`config.mk`:
```
export PLATFORM = sky130hd
export DESIGN_NAME = register_bank
export DESIGN_NICKNAME = d
export VERILOG_FILES = /design/src/rtl/register_bank_pkg.sv /design/src/rtl/register_bank_cell.sv /design/src/rtl/register_bank.sv
export SDC_FILE = /design/constraint.sdc
export NUM_CORES = 1
export LEC_CHECK = 0
export ABC_AREA = 1
export CAP_MARGIN = 5
export CORE_UTILIZATION = 45
export DETAILED_ROUTE_END_ITERATION = 12
export PLACE_DENSITY_LB_ADDON = 0.25
export SLEW_MARGIN = 15
export SYNTH_ARGS = -nofsm -noshare
export SYNTH_HDL_FRONTEND = slang
export SYNTH_SLANG_ARGS = --single-unit
```
`constraint.sdc`:
```
create_clock -name clk -period 2.9 [get_ports clk]
set_input_delay 0.58 -clock clk [delete_from_list [all_inputs] [get_ports clk]]
set_output_delay 0.58 -clock clk [all_outputs]
set_load 0.05 [all_outputs]
```
`src/rtl/register_bank_pkg.sv`:
```
// register_bank_pkg
//   Shared opcode encoding and helpers for register_bank and its cells.
//   RB_CTRL_WIDTH : width of the opcode bus
//   rb_ctrl_e     : opcode values; 11..15 are reserved and behave as NOP
//   rb_is_channel_op() : true for ops that act only on the selected channel
package register_bank_pkg;

    localparam int RB_CTRL_WIDTH = 4;

    typedef enum logic [RB_CTRL_WIDTH-1:0] {
        RB_CTRL_NOP     = 4'd0,
        RB_CTRL_INC     = 4'd1,
        RB_CTRL_DEC     = 4'd2,
        RB_CTRL_LD      = 4'd3,
        RB_CTRL_CLR     = 4'd4,
        RB_CTRL_SHL     = 4'd5,
        RB_CTRL_SHR     = 4'd6,
        RB_CTRL_ROL     = 4'd7,
        RB_CTRL_ROR     = 4'd8,
        RB_CTRL_CLR_ALL = 4'd9,
        RB_CTRL_LD_ALL  = 4'd10
    } rb_ctrl_e;

    function automatic logic rb_is_channel_op(input logic [RB_CTRL_WIDTH-1:0] op);
        return (op >= RB_CTRL_INC) && (op <= RB_CTRL_ROR);
    endfunction

endpackage

```
`src/rtl/register_bank_cell.sv`:
```
// register_bank_cell
//   One WIDTH-bit channel of the bank. Per-channel ops apply only while
//   i_en is high; bank-wide ops (CLR_ALL, LD_ALL) apply regardless.
//   Ports:
//     clk          : system clock, rising edge
//     async_reset  : asynchronous reset, active-high, clears the channel
//     i_en         : this channel is the target of a per-channel op
//     i_ctrl       : opcode
//     i_data       : load value for LD / LD_ALL
//     i_serial     : fill bit for SHL / SHR
//     o_value      : stored channel value
//     o_carry_next : carry/borrow/shifted-out bit the current op produces
//     o_zero       : stored value is zero
module register_bank_cell
    import register_bank_pkg::*;
#(
    parameter int WIDTH    = 8,
    parameter int SATURATE = 0
) (
    input  logic                     clk,
    input  logic                     async_reset,
    input  logic                     i_en,
    input  logic [RB_CTRL_WIDTH-1:0] i_ctrl,
    input  logic [WIDTH-1:0]         i_data,
    input  logic                     i_serial,
    output logic [WIDTH-1:0]         o_value,
    output logic                     o_carry_next,
    output logic                     o_zero
);

    logic [WIDTH-1:0] r_value;
    logic [WIDTH-1:0] w_next;
    logic             w_carry;
    logic [WIDTH:0]   w_inc;
    logic [WIDTH:0]   w_dec;
    logic             w_chan_op;

    // WIDTH+1-bit results: top bit is carry-out for INC and borrow for DEC.
    assign w_inc     = {1'b0, r_value} + {{WIDTH{1'b0}}, 1'b1};
    assign w_dec     = {1'b0, r_value} - {{WIDTH{1'b0}}, 1'b1};
    assign w_chan_op = i_en && rb_is_channel_op(i_ctrl);

    always_comb begin
        w_next  = r_value;
        w_carry = 1'b0;
        if (w_chan_op) begin
            case (i_ctrl)
                RB_CTRL_INC: begin
                    w_carry = w_inc[WIDTH];
                    w_next  = ((SATURATE != 0) && w_inc[WIDTH]) ? {WIDTH{1'b1}}
                                                                 : w_inc[WIDTH-1:0];
                end
                RB_CTRL_DEC: begin
                    w_carry = w_dec[WIDTH];
                    w_next  = ((SATURATE != 0) && w_dec[WIDTH]) ? {WIDTH{1'b0}}
                                                                 : w_dec[WIDTH-1:0];
                end
                RB_CTRL_LD: begin
                    w_next = i_data;
                end
                RB_CTRL_CLR: begin
                    w_next = '0;
                end
                RB_CTRL_SHL: begin
                    w_carry = r_value[WIDTH-1];
                    w_next  = {r_value[WIDTH-2:0], i_serial};
                end
                RB_CTRL_SHR: begin
                    w_carry = r_value[0];
                    w_next  = {i_serial, r_value[WIDTH-1:1]};
                end
                RB_CTRL_ROL: begin
                    w_carry = r_value[WIDTH-1];
                    w_next  = {r_value[WIDTH-2:0], r_value[WIDTH-1]};
                end
                RB_CTRL_ROR: begin
                    w_carry = r_value[0];
                    w_next  = {r_value[0], r_value[WIDTH-1:1]};
                end
                default: begin
                    w_next  = r_value;
                    w_carry = 1'b0;
                end
            endcase
        end else if (i_ctrl == RB_CTRL_CLR_ALL) begin
            w_next = '0;
        end else if (i_ctrl == RB_CTRL_LD_ALL) begin
            w_next = i_data;
        end
    end

    always_ff @(posedge clk or posedge async_reset) begin
        if (async_reset) begin
            r_value <= '0;
        end else begin
            r_value <= w_next;
        end
    end

    assign o_value      = r_value;
    assign o_carry_next = w_carry;
    assign o_zero       = (r_value == '0);

endmodule

```
`src/rtl/register_bank.sv`:
```
// register_bank
//   Bank of CHANNELS independent WIDTH-bit registers sharing one opcode bus.
//   Per-channel ops act on channel sel; CLR_ALL / LD_ALL act on every channel.
//   Ports:
//     clk          : system clock, rising edge
//     async_reset  : asynchronous reset, active-high
//     ctrl         : opcode, sampled each rising edge
//     sel          : target channel for per-channel ops
//     data_input   : load value for LD / LD_ALL
//     serial_in    : fill bit for SHL / SHR
//     data_output  : all channels, channel i at [i*WIDTH +: WIDTH]
//     sel_output   : stored value of channel sel, 0 when sel >= CHANNELS
//     zero         : bit i set when channel i holds 0
//     carry        : registered carry/borrow/shifted-out bit of the last op
module register_bank
    import register_bank_pkg::*;
#(
    parameter int WIDTH     = 8,
    parameter int CHANNELS  = 4,
    parameter int SEL_WIDTH = 2,
    parameter int SATURATE  = 0
) (
    input  logic                      clk,
    input  logic                      async_reset,
    input  logic [RB_CTRL_WIDTH-1:0]  ctrl,
    input  logic [SEL_WIDTH-1:0]      sel,
    input  logic [WIDTH-1:0]          data_input,
    input  logic                      serial_in,
    output logic [CHANNELS*WIDTH-1:0] data_output,
    output logic [WIDTH-1:0]          sel_output,
    output logic [CHANNELS-1:0]       zero,
    output logic                      carry
);

    // Every sel code gets a slot; slots beyond CHANNELS read as zero with no
    // carry, so an out-of-range select needs no separate range check.
    localparam int SLOTS = 1 << SEL_WIDTH;

    logic [WIDTH-1:0] w_slot_value [SLOTS];
    logic [SLOTS-1:0] w_slot_carry;
    logic             r_carry;

    for (genvar g = 0; g < SLOTS; g++) begin : g_slot
        if (g < CHANNELS) begin : g_cell
            logic w_en;
            assign w_en = (sel == SEL_WIDTH'(g));

            register_bank_cell #(
                .WIDTH    (WIDTH),
                .SATURATE (SATURATE)
            ) u_cell (
                .clk          (clk),
                .async_reset  (async_reset),
                .i_en         (w_en),
                .i_ctrl       (ctrl),
                .i_data       (data_input),
                .i_serial     (serial_in),
                .o_value      (w_slot_value[g]),
                .o_carry_next (w_slot_carry[g]),
                .o_zero       (zero[g])
            );

            assign data_output[g*WIDTH +: WIDTH] = w_slot_value[g];
        end else begin : g_empty
            assign w_slot_value[g] = '0;
            assign w_slot_carry[g] = 1'b0;
        end
    end

    assign sel_output = w_slot_value[sel];

    // Only the selected cell can raise carry, and only for a per-channel op.
    always_ff @(posedge clk or posedge async_reset) begin
        if (async_reset) begin
            r_carry <= 1'b0;
        end else begin
            r_carry <= w_slot_carry[sel];
        end
    end

    assign carry = r_carry;

endmodule
```
==> key figures <==
Run status
  • Outcome: complete, no violations

Power and ir drop
  • Clock power share: 12.8%
  • Sw Ratio: 54.7%
  • PwrDens: 540 nW/um^2
  • Sequential share of power: 25.6%
  • IR drop worst, VDD: 0.287 mV
  • Pleak: 2.58 nW
  • Int Pwr: 1.30 mW
  • Net Sw Power: 1.57 mW
  • Combinational power share: 61.6%

Synth
  • Yosys cell types: 32
  • Count leader, synth: nand2_1
  • Post-synth ARST share: 100%
  • Synthesized flop and latch total: 33
  • Syn Nets: 800
  • Post-synth top area share: 19.9%
  • Cell area after synthesis: 4310 sq um
  • Mapped Cells: 771
  • Register area share after synthesis: 19.2%
  • Top cells by area, synth: nand2_1 20%, dfrtp_1 19%, o21ai_0 9.8%
  • Largest area contributor in the synthesized netlist: nand2_1
  • EDFF count, synth: 0
  • Syn avg cell area: 5.58 sq um
  • Synth Flop Type: dfrtp_1
  • Warnings, synthesis: 0
  • Commonest cells post-synth: 228 x nand2_1, 88 x nor2_1, 84 x o21ai_0

Clock tree
  • CTS H-tree depth: 2
  • CTS sink cnt: 33
  • TritonCTS clock tree: yes
  • CTS clock-pin slew for the worst setup and hold paths: 80 ps
  • Clk root buf: clkbuf_8
  • CTS buffer count: 5
  • Clk_lat worst skew: 300 ps
  • CTS Buffer Depth: 2

Floorplan
  • I/O pin total: 62
  • Core ar.: 9240 sq um
  • Starting Density: 46.6%
  • Die Y-Extent: 99.8 microns
  • Die Wd: 99.8 microns
  • Die area: 9960 sq um
  • # rows: 35

Detailed routing
  • Post-DR wirelength/cell: 18.4 microns
  • Drt first pass iters: 6
  • DR DRC count: 0
  • Via count: 5617
  • Drt via density: 5.84
  • Detail Route Antenna Nets: 0
  • Routed WL: 17700 microns
  • Iter 0 DRT Violations: 637

Worst setup path
  • Crit path required time: 2320 ps
  • WS Path Type: in2out
  • CP Capture Type: output pin
  • Worst Path Arrival: 2230 ps
  • CP Launch Type: primary input
  • Worst reg2reg path depth: 9
  • RR Startpoint: g_slot[0].g_cell.u_cell.o_value[0]
  • Worst Setup SP: sel[1]
  • Crit path to: sel_output[3]
  • R2R Setup Slk: 880 ps
  • Worst reg2reg endpoint: carry
  • Crit-path max FO: 9

Final layout
  • P&R area growth vs syn: 23.5%
  • # fillers: 962
  • Final #Nets: 860
  • Inserted Diodes: 0
  • Core Util, Final: 57.5%
  • Share of cells above drive strength 1: 8.05%

STA
  • Setup_tns: 0 ps
  • Max transition margin: 62.4%
  • Final Hold Vio Count: 0
  • Min Tclk post-route: 2810 ps
  • Fin crit share: 96.7%
  • Slew Limit Fails: 0
  • Final Skew: 4.37 ps
  • Fmax: 356 MHz
  • Worst-margin pin slew: 560 ps
  • Final setup fails: 0
  • Hold Slack: 619 ps
  • RSZ-0062 raised after global routing: false

GRT
  • Grt total ovfl: 0
  • Total GRT Usage: 36.4%
  • Initial antenna violation count: 0
  • Vias in the first global route: 5227
  • Largest net degree at the start of global routing: 34
  • First-pass GRT wire length: 27900 microns

Min path
  • Hold Path Origin: g_slot[2].g_cell.u_cell.o_value[7]
  • Hold/Removal Path Class: reg2reg
  • Hold path cells: 2

Placement
  • Port Buffers: 61
  • Post-DP HPWL: 13200 microns
  • GP Congestion: 1.09

Flow run
  • MaxCap Viol Count: 0
[how the worst min path moves through the flow]
| stage | to |
|---|---|
| floorplan | carry |
| global placement | g_slot[2].g_cell.u_cell.o_value[7] |
| detailed placement | g_slot[2].g_cell.u_cell.o_value[7] |
| CTS | g_slot[2].g_cell.u_cell.o_value[7] |
| global route | g_slot[2].g_cell.u_cell.o_value[7] |
| finish | g_slot[2].g_cell.u_cell.o_value[7] |
[power groups by stage]
stage,Clock (mW),Combinational (mW),Sequential [mW]
global route,0.379,1.90,0.747
detailed placement,0,1.74,0.734
floorplan,0,0.871,0.961
CTS,0.366,1.74,0.726
finish,0.368,1.77,0.733
global placement,0,1.73,0.735
[final cells by class]
class	instances	area, sq um	area share [%]
Inverter	81	304	5.72
Clock buffer	8	80.1	1.51
Timing Repair Buffer	97	973	18.3
Tap cell	129	161	3.04
Sequential cell	33	826	15.5
Multi-Input combinational cell	613	2970	55.9
[layer usage]
metal	vias up	track usage [%]	share of wire, %
li1	2640	-	-
met1	2523	51.1	41
met2	383	54.4	43
met4	0	17.3	5.0
met5	-	0	0
met3	71	5.71	11
[sequential cells by signal (all words and copies together), names as in the netlist]
register,flops
carry,1
g_slot.g_cell.u_cell.o_value,32
[cells in the final DEF (no fill, tap or decap), types with 3 or more instances in the layout]
| cell | instances |
|---|---|
| a211oi_1 | 3 |
| nor3_1 | 11 |
| clkbuf_8 | 5 |
| clkbuf_1 | 3 |
| o211ai_1 | 4 |
| buf_12 | 9 |
| o221ai_1 | 8 |
| buf_4 | 37 |
| ha_1 | 12 |
| xor2_1 | 14 |
| nand4_1 | 20 |
| nand2_2 | 4 |
| a21oi_1 | 38 |
| inv_2 | 3 |
| o21ai_0 | 84 |
| nand3_1 | 77 |
| a22oi_1 | 8 |
| inv_1 | 78 |
| nand2_1 | 228 |
| nand3_2 | 3 |
| dfrtp_1 | 33 |
| clkdlybuf4s50_1 | 49 |
| nor2_1 | 87 |
[through the flow]
| step | cell area (sq um) | total power [mW] | setup slack, ps | std cells |
|---|---|---|---|---|
| finish | 5320 | 2.87 | 94.9 | 961 |
| detailed placement | 5230 | 2.47 | 138 | 953 |
| global placement | 5230 | 2.46 | 129 | 953 |
| floorplan | 4310 | 1.83 | 396 | 771 |
| global route | 5320 | 3.03 | 89.4 | 961 |
| CTS | 5310 | 2.84 | 20.5 | 961 |
[what timing repair did]
item	CTS	global route
gates resized for setup	0	2
hold buffers	0	0
setup endpoints to repair	0	2
buffers inserted	0	0
[cell families (layout without fill, tap and decap cells)]
family / count (synthesis) / after routing / share of synthesized area [%]
and+or+nand+nor: 439 / 439 / 43.6
AOI/OAI and AO/OA: 147 / 147 / 18.8
buffers and inverters: 125 / 186 / 11.9
DFF: 33 / 33 / 19.2
xor gates and xnor gates: 15 / 15 / 3.05
adders and majority gates: 12 / 12 / 3.49
[critical path, stage by stage]
cell and delay, ps:
clkdlybuf4s50_1 570, nor2_1 70, buf_4 170, a22oi_1 330, o221ai_1 280, buf_12 220
Note: power is estimated with default switching activity, not from simulation.
